==> config.mk <==
export PLATFORM = sky130hd
export DESIGN_NAME = instruction_queue_flat
export DESIGN_NICKNAME = d
export VERILOG_FILES = /design/src/rtl/instruction_queue_if.sv /design/src/rtl/instruction_queue.sv /design/src/flat_wrapper.sv
export SDC_FILE = /design/constraint.sdc
export NUM_CORES = 1
export LEC_CHECK = 0
export CAP_MARGIN = 20
export CORE_ASPECT_RATIO = 0.6
export CORE_MARGIN = 2
export CORE_UTILIZATION = 35
export DETAILED_ROUTE_END_ITERATION = 16
export GPL_TIMING_DRIVEN = 0
export PLACE_DENSITY = 0.61
export SLEW_MARGIN = 10
export SYNTH_ARGS = -nofsm -noshare
export SYNTH_HDL_FRONTEND = slang
export SYNTH_SLANG_ARGS = --single-unit
==> constraint.sdc <==
create_clock -name clk -period 3.14 [get_ports clk]
set_input_delay 0.314 -clock clk [delete_from_list [all_inputs] [get_ports clk]]
set_output_delay 0.314 -clock clk [all_outputs]
set_load 0.02 [all_outputs]
==> src/rtl/instruction_queue_if.sv <==
// Fetch/decode handshake bundle for the instruction prefetch queue.
// The master side is fetch plus decode; the slave side is the queue itself.
interface instruction_queue_if #(
  parameter int AW = 2
);
  logic        push_valid;
  logic [31:0] push_pc;
  logic [31:0] push_instr;
  logic        flush;
  logic        decode_freeze;
  logic        full;
  logic        out_valid;
  logic [31:0] out_pc;
  logic [31:0] out_instr;
  logic [AW:0] count;

  modport master (
    output push_valid, push_pc, push_instr, flush, decode_freeze,
    input  full, out_valid, out_pc, out_instr, count
  );

  modport slave (
    input  push_valid, push_pc, push_instr, flush, decode_freeze,
    output full, out_valid, out_pc, out_instr, count
  );
endinterface

==> src/rtl/instruction_queue.sv <==
// Fetch-to-decode prefetch buffer: a circular buffer of {pc, instr} pairs.
// A taken branch (flush) empties it.
// Full is the fetch freeze; the head is presented combinationally from registered state.
module instruction_queue #(
  parameter int DEPTH = 4,
  parameter int AW    = 2
) (
  input  logic                clk,
  input  logic                rst,
  instruction_queue_if.slave  q
);

  localparam logic [AW:0] FULL_CNT = (AW+1)'(DEPTH);

  logic [63:0]   mem [DEPTH];
  logic [AW-1:0] wr_ptr;
  logic [AW-1:0] rd_ptr;
  logic [AW:0]   cnt;
  logic [63:0]   head;
  logic          full_i;
  logic          valid_i;
  logic          push_accept;
  logic          pop;

  // Full is taken from the registered count.
  // A push into a full queue is refused even when a pop frees a slot on the same edge.
  assign full_i      = (cnt == FULL_CNT);
  assign valid_i     = (cnt != '0);
  assign push_accept = q.push_valid & ~full_i & ~q.flush;
  assign pop         = valid_i & ~q.decode_freeze & ~q.flush;
  assign head        = mem[rd_ptr];

  assign q.full      = full_i;
  assign q.out_valid = valid_i;
  assign q.count     = cnt;
  assign q.out_pc    = valid_i ? head[63:32] : 32'b0;
  assign q.out_instr = valid_i ? head[31:0]  : 32'b0;

  // Pointer and occupancy control; flush overrides any push or pop in the same cycle
  always_ff @(posedge clk or negedge rst) begin
    if (!rst) begin
      wr_ptr <= '0;
      rd_ptr <= '0;
      cnt    <= '0;
    end else if (q.flush) begin
      wr_ptr <= '0;
      rd_ptr <= '0;
      cnt    <= '0;
    end else begin
      if (push_accept) wr_ptr <= wr_ptr + AW'(1);
      if (pop)         rd_ptr <= rd_ptr + AW'(1);
      case ({push_accept, pop})
        2'b10:   cnt <= cnt + (AW+1)'(1);
        2'b01:   cnt <= cnt - (AW+1)'(1);
        default: cnt <= cnt;
      endcase
    end
  end

  // Entry storage is data only, so it is never reset; stale contents are masked by count
  always_ff @(posedge clk) begin
    if (push_accept) mem[wr_ptr] <= {q.push_pc, q.push_instr};
  end

endmodule

==> src/flat_wrapper.sv <==
// flat-port wrapper written by rule: the top's interface ports become plain ports
module instruction_queue_flat 
#(
  parameter int DEPTH = 4,
  parameter int AW    = 2
)
  (clk, rst, q_push_valid, q_push_pc, q_push_instr, q_flush, q_decode_freeze, q_full, q_out_valid, q_out_pc, q_out_instr, q_count);
  instruction_queue_if #(.AW(AW)) q_i ();
  input  logic clk;
  input  logic rst;
  input wire logic [$bits(q_i.push_valid)-1:0] q_push_valid;
  input wire logic [$bits(q_i.push_pc)-1:0] q_push_pc;
  input wire logic [$bits(q_i.push_instr)-1:0] q_push_instr;
  input wire logic [$bits(q_i.flush)-1:0] q_flush;
  input wire logic [$bits(q_i.decode_freeze)-1:0] q_decode_freeze;
  output wire logic [$bits(q_i.full)-1:0] q_full;
  output wire logic [$bits(q_i.out_valid)-1:0] q_out_valid;
  output wire logic [$bits(q_i.out_pc)-1:0] q_out_pc;
  output wire logic [$bits(q_i.out_instr)-1:0] q_out_instr;
  output wire logic [$bits(q_i.count)-1:0] q_count;
  assign q_i.push_valid = q_push_valid;
  assign q_i.push_pc = q_push_pc;
  assign q_i.push_instr = q_push_instr;
  assign q_i.flush = q_flush;
  assign q_i.decode_freeze = q_decode_freeze;
  assign q_full = q_i.full;
  assign q_out_valid = q_i.out_valid;
  assign q_out_pc = q_i.out_pc;
  assign q_out_instr = q_i.out_instr;
  assign q_count = q_i.count;
  instruction_queue #(.DEPTH(DEPTH), .AW(AW)) u_core (.clk(clk), .rst(rst), .q(q_i));
endmodule
==> flow_summary_export.csv, run 1 <==
group,metric,value,unit
cells_and_area,final_cell_mix,"256 x edfxtp_1, 134 x clkdlybuf4s50_1, 65 x nor2b_1",
grt,grt_usage,0.141,
clocking,cts_buffers,26,
drt,routed_wl,21.1,mm
synthesis,ys_warn_count,0,
critical_path,crit_fanout,10,
clocking,clock_path_buffers,3,
floorplan,core_area,0.0287,sq mm
floorplan,ioPinCount,138,
floorplan,rows,48,
timing,fin_crit,2990,ps
clocking,cts_max_level,1,
timing,fmax,0.334,GHz
hold_path,hold_class,"input pin to async pin",
cells_and_area,area_delta_synth_final,27.9,%
grt,grt.overflow.total,0,
timing,finalHoldViolations,0,
clocking,cts_root_buf,"clkbuf_16",
timing,fin_hold_ws,64.4,ps
critical_path,worstPathArrival,2680,ps
timing,relSlewSlack,0.538,
placement,place_congestion,0.783,
outcome,outcome,"finished, final reports clean",
placement,port_buffers,136,
timing,post-route-period-util,0.953,
power,irDropWorstVdd,466,uV
grt,antenna_found_initial,1,
critical_path,r2r-end,"u_core.q.count[1]$_DFFE_PN0P_",
clocking,cts_tree,"built",
synthesis,syn_area_per_cell,21.6,sq um
drt,drc,0,
timing,setup_ws,149,ps
synthesis,synth_edf_count,256,
grt,first_global_vias,5488,
floorplan,start_util,0.356,
floorplan,die_w,225,microns
timing,fin_skew,9.80,ps
grt,grt_max_degree,50,
placement,dp_hpwl,13.0,mm
critical_path,start_kind,"register",
drt,num_vias,5112,
critical_path,crit_path_max_incr_delay,650,ps
critical_path,critPathSlowestCell,"clkdlybuf4s50_1",
critical_path,timing.rr.start,"u_core.q.count[2]$_DFFE_PN0P_",
drt,drtIter0Drc,253,
synthesis,synth.distinct_cells,32,
synthesis,ys_seq_area_frac,0.769,
cells_and_area,mostFrequentLayoutCell,"edfxtp_1",
timing,rsz0062_at_grt,"false",
synthesis,synthArstFlopShare,0.0266,
critical_path,reg2reg_depth,10,
critical_path,regToRegSetupSlack,210,ps
timing,worst_slew_pin_slew,694,ps
clocking,clkSinkCount,263,
timing,final_max_slew_viol_count,0,
synthesis,synth_nets,548,
drt,drtPass1Iterations,5,
critical_path,endpoint,"q_out_pc[4]",
critical_path,critical_path_class,"register to output port",
synthesis,ys_ff_latch,263,
critical_path,crit_chain,"buf_2 > nor3_4 > buf_4 > clkbuf_2 > clkbuf_4 > nor2b_1 > clkdlybuf4s50_1",
clocking,clk_latency,520,ps
clocking,clk_pin_slew_worst_paths,60,ps
timing,finalSetupViolCount,0,
cells_and_area,drive_gt1_frac,0.202,
synthesis,synth_ff_type,"edfxtp_1",
critical_path,cp-startpoint,"u_core.q.count[2]$_DFFE_PN0P_",
critical_path,end_kind,"output port",
run,maxCapViolCount,0,
grt,grt_pass1_wl,32.0,mm
floorplan,dieArea,0.0306,sq mm
critical_path,required,2830,ps
power,power_density,678,mW/mm^2
power,p_leak,0.00417,uW
synthesis,synth_area,0.0102,sq mm
placement,dp_slack,-105,ps
cells_and_area,nets,718,
drt,routed_via_density,4.92,
synthesis,netlist_instances,474,
floorplan,die_h,136,microns
drt,wire_per_inst,20.3,microns
drt,ant_nets,0,
-- routing by layer --
layer	part of all wire	global-route usage	vias to the layer above
met5	0	0	-
met4	0.027	0.0368	0
met3	0.069	0.0400	42
met2	0.48	0.233	188
met1	0.42	0.184	2615
li1	-	-	2267
-- critical path: cells and delay by family (launching register included) --
kind	cells	cell delay, ps
buf+inv	5	1520
flops	1	360
simple gates	2	270
-- final cells by class --
class                   instances  area (sq um)
fillers                      2422         15600
flip-flops and latches        263          7860
multi-input cells             179          2200
repair buffers                143          1500
clock buffers                  32           694
well taps                     375           469
clock inverters                15           170
plain buffers                  25           149
inverters                       6          22.5
diodes                          1          2.50
-- state kept, by name (all words and copies together) (netlist names) --
register and count:
u_core.mem 256, u_core.q.count 3, u_core.rd_ptr 2, u_core.wr_ptr 2
-- logic make-up after synthesis --
group,count (synthesis),synth area share
multiplexers,65,0.142
XOR/XNOR,2,0.00171
buffers and inverters,32,0.0166
AO/OA/AOI/OAI,17,0.0103
AND/OR/NAND/NOR,90,0.0533
flip-flops,263,0.769
adder cells (fa/ha/maj),5,0.00686
-- metrics by stage --
stage               instances  cell area (sq um)  setup TNS, ps  power (uW)  utilization
floorplan                 474              10200              0        5040            -
global placement          985              12100        -348840        5780        0.420
detailed placement        989              12200           -125        5820        0.424
CTS                      1039              13100              0        8980        0.455
global route             1038              13100              0        9220        0.455
finish                   1039              13100              0        8860        0.455
-- cell usage after synthesis, types with 2 or more instances --
| cell type | number | area share |
|---|---|---|
| edfxtp_1 | 256 | 0.75 |
| nor2b_1 | 65 | 0.040 |
| mux4_2 | 64 | 0.14 |
| buf_2 | 10 | 0.0049 |
| clkbuf_1 | 10 | 0.0037 |
| dfrtp_1 | 7 | 0.017 |
| nor2_1 | 7 | 0.0026 |
| inv_1 | 6 | 0.0022 |
| o21ai_0 | 5 | 0.0024 |
| a31oi_1 | 4 | 0.0024 |
| and2_1 | 4 | 0.0024 |
| buf_6 | 4 | 0.0044 |
| ha_1 | 4 | 0.0049 |
| nand2_1 | 4 | 0.0015 |
| a21oi_1 | 3 | 0.0015 |
| a21o_1 | 2 | 0.0015 |
| buf_4 | 2 | 0.0015 |
| nand3b_1 | 2 | 0.0015 |
| xnor2_1 | 2 | 0.0017 |
-- power by group --
group	switching [uW]	internal, uW	leakage [uW]	total [uW]
combinational	882	822	0.00133	1700
sequential	40.8	4000	0.00242	4040
clock	1290	1830	0.000417	3120
-- how the worst min path moves through the flow --
stage / endpoint / slack, ps
after floorplan: u_core.q.count[0]$_DFFE_PN0P_ / 20
after global placement: u_core.wr_ptr[1]$_DFFE_PN0P_ / 560
after detailed placement: u_core.q.count[1]$_DFFE_PN0P_ / 610
after CTS: u_core.rd_ptr[0]$_DFFE_PN0P_ / 40
after global routing: u_core.rd_ptr[0]$_DFFE_PN0P_ / 60
final: u_core.q.count[1]$_DFFE_PN0P_ / 60
-- repair_timing --
item                       4_1_cts  5_1_grt
cloned                           0        0
resized for setup                2        5
setup endpoints to repair       66        8
buffers inserted                 3        0
pin swaps                        1        0
hold buffers                     0        0
Power figures use the tool's default switching activity.
==> run 2, diff against run 1 <==
--- a/config.mk
+++ b/config.mk
@@ -7,11 +7,11 @@
 export LEC_CHECK = 0
 export CAP_MARGIN = 20
 export CORE_ASPECT_RATIO = 0.6
-export CORE_MARGIN = 2
 export CORE_UTILIZATION = 35
 export DETAILED_ROUTE_END_ITERATION = 16
 export GPL_TIMING_DRIVEN = 0
 export PLACE_DENSITY = 0.61
+export SKIP_LAST_GASP = 1
 export SLEW_MARGIN = 10
 export SYNTH_ARGS = -nofsm -noshare
 export SYNTH_HDL_FRONTEND = slang
==> flow_summary_export.csv, run 2 (synthesis gave the netlist of run 1 again) <==
group,metric,value,unit
drt,top_layer,"met4",
drt,drc,0,
critical_path,crit_fanout,10,
floorplan,rows,48,
critical_path,cp-startpoint,"u_core.q.count[1]$_DFFE_PN0P_",
timing,worst_slew_pin_slew,721,ps
clocking,cts_buffers,25,
clocking,clock_path_buffers,3,
timing,rsz0062_at_grt,"false",
floorplan,ioPinCount,138,
critical_path,critical_path_class,"register to output port",
power,p_leak,0.00412,uW
clocking,clk_pin_slew_worst_paths,60,ps
critical_path,worstPathArrival,2710,ps
critical_path,r2r-end,"u_core.q.count[1]$_DFFE_PN0P_",
timing,fmax,0.331,GHz
power,power_density,672,mW/mm^2
drt,routed_wl,20.8,mm
grt,grt_usage,0.141,
cells_and_area,largest_reg_flops,256,
placement,dp_hpwl,13.0,mm
cells_and_area,post-route-util,0.453,
clocking,cts_root_buf,"clkbuf_16",
clocking,clkSinkCount,263,
floorplan,die_h,134,microns
drt,drtIter0Drc,382,
critical_path,required,2830,ps
cells_and_area,area_delta_synth_final,27.2,%
drt,wl_met3,1.10,mm
clocking,cts_max_level,1,
cells_and_area,regMostFlops,"u_core.mem",
timing,fin_skew,15.8,ps
grt,first_global_vias,5415,
drt,wl_met1,9.45,mm
floorplan,start_util,0.356,
drt,wire_per_inst,20.1,microns
grt,grt_pass1_wl,31.8,mm
floorplan,dieArea,0.0299,sq mm
cells_and_area,final_cell_mix,"256 x edfxtp_1, 136 x clkdlybuf4s50_1, 65 x nor2b_1",
drt,drtPass1Iterations,4,
outcome,outcome,"finished, final reports clean",
placement,place_congestion,0.771,
critical_path,end_kind,"output port",
timing,setup_tns,0,ps
cells_and_area,mostFrequentLayoutCell,"edfxtp_1",
grt,grt.overflow.total,0,
drt,ant_nets,0,
timing,relSlewSlack,0.519,
power,irDropWorstVdd,354,uV
placement,port_buffers,136,
run,maxCapViolCount,0,
clocking,cts_tree,"built",
timing,post-route-period-util,0.963,
floorplan,core_area,0.0287,sq mm
drt,wl_met2,9.86,mm
critical_path,start_kind,"register",
floorplan,die_w,223,microns
timing,finalHoldViolations,0,
timing,finalSetupViolCount,0,
grt,antenna_found_initial,1,
critical_path,reg2reg_depth,9,
hold_path,hold_class,"input pin to async pin",
grt,grt_max_degree,35,
timing,fin_crit,3020,ps
clocking,clk_latency,530,ps
critical_path,endpoint,"q_out_pc[4]",
cells_and_area,nets,716,
cells_and_area,drive_gt1_frac,0.201,
critical_path,timing.rr.start,"u_core.q.count[1]$_DFFE_PN0P_",
critical_path,regToRegSetupSlack,490,ps
drt,num_vias,5095,
drt,routed_via_density,4.91,
timing,final_max_slew_viol_count,0,
cells_and_area,fillers,2459,
run 2: cell count changes in the layout (fill, tap and decap cells not counted), sizes merged:
| cell | previous run | this run |
|---|---|---|
| dlymetal6s2s | 2 | 0 |
| clkinv | 9 | 12 |
| clkbuf | 42 | 41 |
| clkinvlp | 2 | 0 |
| clkdlybuf4s50 | 134 | 136 |
| buf | 22 | 20 |
run 2: per-stage QoR:
| stage | setup slack, ps | instances | area, sq um | power, uW | hold WS, ps |
|---|---|---|---|---|---|
| final | 116 | 1037 | 13000 | 8730 | 61.3 |
| after global routing | 0.856 | 1036 | 13000 | 9100 | 45.6 |
| after CTS | 30.6 | 1037 | 13000 | 8860 | 36.2 |
| after detailed placement | -80.8 | 989 | 12100 | 5810 | 613 |
| after global placement | -1360 | 985 | 12100 | 5780 | 558 |
| after floorplan | 70.4 | 474 | 10200 | 5040 | 18.4 |
run 2: layout make-up:
cell class                      count  area, sq um  area share
Sequential cell                   263         7860       0.605
Multi-Input combinational cell    179         2200       0.170
Timing Repair Buffer              142         1480       0.114
Clock buffer                       30          644      0.0496
Tap cell                          375          469      0.0361
Clock inverter                     16          161      0.0124
Buffer                             25          154      0.0118
Inverter                            6         22.5     0.00173
Antenna cell                        1         2.50    0.000192
run 2: how the worst min path moves through the flow:
stage | start | depth (start not counted) | to
6_report | rst | 1 | u_core.q.count[2]$_DFFE_PN0P_
3_3_place_gp | u_core.wr_ptr[1]$_DFFE_PN0P_ | 2 | u_core.wr_ptr[1]$_DFFE_PN0P_
4_1_cts | rst | 1 | u_core.q.count[0]$_DFFE_PN0P_
3_5_place_dp | rst | 1 | u_core.q.count[0]$_DFFE_PN0P_
2_1_floorplan | rst | 0 | u_core.q.count[0]$_DFFE_PN0P_
5_1_grt | rst | 1 | u_core.q.count[0]$_DFFE_PN0P_
run 2: what timing repair did:
action	in CTS	in global routing
pin swaps	1	0
setup endpoints to repair	66	18
setup buffers	2	0
hold endpoints to repair	0	0
resized for setup	2	8
hold buffers	0	0
run 2: routing by layer:
metal | up-vias | track usage
li1 | 2253 | -
met1 | 2661 | 0.193
met2 | 149 | 0.229
met3 | 32 | 0.0366
met4 | 0 | 0.0318
met5 | - | 0
run 2: where the power goes:
part	internal (uW)	switching (uW)	leakage, uW
Combinational	837	875	0.00130
Sequential	4000	40.7	0.00242
Clock	1720	1270	0.000399
run 2: critical path, stage by stage (launching register included):
cell and delay [ps]:
dfrtp_1 580, nor3_4 70, buf_12 150, clkbuf_2 200, clkbuf_4 250, nor2b_1 270, clkdlybuf4s50_1 660
==> run 3, diff against run 2 <==
--- a/config.mk
+++ b/config.mk
@@ -7,10 +7,10 @@
 export LEC_CHECK = 0
 export CAP_MARGIN = 20
 export CORE_ASPECT_RATIO = 0.6
-export CORE_UTILIZATION = 35
+export CORE_UTILIZATION = 49
 export DETAILED_ROUTE_END_ITERATION = 16
 export GPL_TIMING_DRIVEN = 0
-export PLACE_DENSITY = 0.61
+export PLACE_DENSITY = 0.79
 export SKIP_LAST_GASP = 1
 export SLEW_MARGIN = 10
 export SYNTH_ARGS = -nofsm -noshare
==> flow_summary_export.csv, run 3 (synthesis gave the netlist of run 1 again) <==
group,metric,value,unit
timing,fmax,0.330,GHz
critical_path,cp.depth,6,
timing,finalHoldViolations,0,
cells_and_area,regMostFlops,"u_core.mem",
critical_path,reg2reg_depth,8,
grt,grt.overflow.total,0,
critical_path,critical_path_class,"register to output port",
power,power_frac_seq,0.480,
power,power_switching,2080,uW
power,power_density,661,mW/mm^2
hold_path,hold_class,"input pin to async pin",
timing,fin_crit,3030,ps
drt,drtIter0Drc,467,
floorplan,ioPinCount,138,
clocking,cts_max_level,1,
drt,wire_per_inst,21.5,microns
clocking,cts_buffers,24,
clocking,cts_tree,"built",
critical_path,end_kind,"output port",
floorplan,dieArea,0.0215,sq mm
grt,grt_pass1_wl,31.1,mm
critical_path,worstPathArrival,2720,ps
cells_and_area,nets,715,
timing,setup_ws,110,ps
cells_and_area,antenna_cells,0,
power,p_int,6340,uW
floorplan,start_util,0.506,
grt,grt_max_degree,34,
timing,finalSetupViolCount,0,
critical_path,crit_path_max_incr_delay,570,ps
cells_and_area,final_cells,930,
critical_path,critPathSlowestCell,"clkdlybuf4s50_1",
clocking,hold_buffers,0,
cells_and_area,mostFrequentLayoutCell,"edfxtp_1",
drt,ant_nets,0,
clocking,clk_latency,500,ps
run,maxCapViolCount,0,
floorplan,core_area,0.0202,sq mm
power,p_leak,0.00406,uW
timing,relSlewSlack,0.496,
placement,dp_cells,887,
critical_path,required,2830,ps
timing,worst_slew_pin_slew,736,ps
timing,post-route-period-util,0.965,
clocking,clk_pin_slew_worst_paths,70,ps
power,clkPwrFrac,0.321,
placement,dp_slack,211,ps
outcome,outcome,"finished, final reports clean",
drt,drc,0,
drt,num_vias,5187,
critical_path,critical_path.top_delay_family,"buffers and inverters",
floorplan,die_h,114,microns
drt,routed_wl,20.0,mm
placement,place_congestion,0.880,
clocking,clkSinkCount,263,
grt,antenna_found_initial,1,
drt,routed_via_density,5.58,
drt,drtPass1Iterations,6,
critical_path,cp_num_buf_inv,4,
floorplan,rows,40,
power,p_comb_frac,0.199,
critical_path,timing.rr.start,"u_core.q.count[1]$_DFFE_PN0P_",
power,irDropWorstVdd,392,uV
timing,fin_skew,10.1,ps
critical_path,crit_fanout,10,
clocking,clock_path_buffers,3,
grt,first_global_vias,5445,
grt,grt_usage,0.193,
power,swShare,0.247,
clocking,cts_root_buf,"clkbuf_16",
floorplan,die_w,188,microns
critical_path,regToRegSetupSlack,200,ps
cells_and_area,area_delta_synth_final,24.8,%
critical_path,start_kind,"register",
timing,final_max_slew_viol_count,0,
critical_path,crit_chain,"buf_2 > nor3_4 > buf_4 > buf_1 > nor2b_1 > clkdlybuf4s50_1",
critical_path,r2r-end,"u_core.q.count[1]$_DFFE_PN0P_",
critical_path,cp-startpoint,"u_core.q.count[2]$_DFFE_PN0P_",
cells_and_area,final_cell_mix,"256 x edfxtp_1, 135 x clkdlybuf4s50_1, 65 x nor2b_1",
placement,dp_hpwl,12.7,mm
cells_and_area,largest_reg_flops,256,
cells_and_area,drive_gt1_frac,0.184,
placement,port_buffers,136,
==> run 3: cell types whose count changed in the layout (fill, tap and decap cells not counted), sizes merged <==
cell           previous run  this run
buf                      20        22
bufinv                    3         1
clkbuf                   41        42
clkdlybuf4s50           136       135
clkinv                   12         8
diode                     1         0
dlymetal6s2s              0         1
inv                       7         6
==> run 3: what timing repair did <==
item / in CTS / in global routing
resized for setup: 2 / 2
setup endpoints to repair: 27 / 14
pin swaps: 0 / 1
buffers inserted: 0 / 1
==> run 3: worst max-delay path by stage <==
stage	end	slack [ps]
after floorplan	u_core.mem[0][0]$_DFFE_PP_	70
after global placement	u_core.mem[0][54]$_DFFE_PP_	-1160
after detailed placement	u_core.q.count[1]$_DFFE_PN0P_	210
after CTS	q_out_pc[1]	30
after global routing	q_out_instr[27]	-10
final	q_out_instr[25]	110
==> run 3: per-layer routing <==
metal / track usage / vias up / wire length (microns)
met5: 0 / - / 10
li1: - / 2244 / -
met1: 0.291 / 2673 / 8840
met3: 0.0477 / 34 / 1670
met2: 0.290 / 234 / 9180
met4: 0.0360 / 2 / 286
==> run 3: metrics by stage <==
stage	utilization	total power (uW)	cell area, sq um	hold slack, ps	setup TNS (ps)
6_report	0.631	8420	12800	106	0
5_1_grt	0.631	8730	12800	98.8	-25.3
4_1_cts	0.630	8490	12700	77.0	0
3_5_place_dp	0.594	5790	12000	601	0
3_3_place_gp	0.590	5740	11900	556	-295180
2_1_floorplan	-	5040	10200	18.4	0
==> run 3: area by class of cell <==
class / count / area [sq um]
Sequential cell: 263 / 7860
Fill cell: 1412 / 7470
Multi-Input combinational cell: 179 / 2200
Timing Repair Buffer: 141 / 1450
Clock buffer: 33 / 656
Tap cell: 273 / 342
Buffer: 26 / 149
Clock inverter: 9 / 63.8
Inverter: 6 / 22.5
==> run 3: power groups by stage <==
stage | logic, uW | registers (uW) | clock network, uW
finish | 1680 | 4040 | 2700
global route | 1780 | 4050 | 2900
CTS | 1690 | 4040 | 2760
detailed placement | 1670 | 4110 | 0
global placement | 1630 | 4120 | 0
floorplan | 923 | 4120 | 0
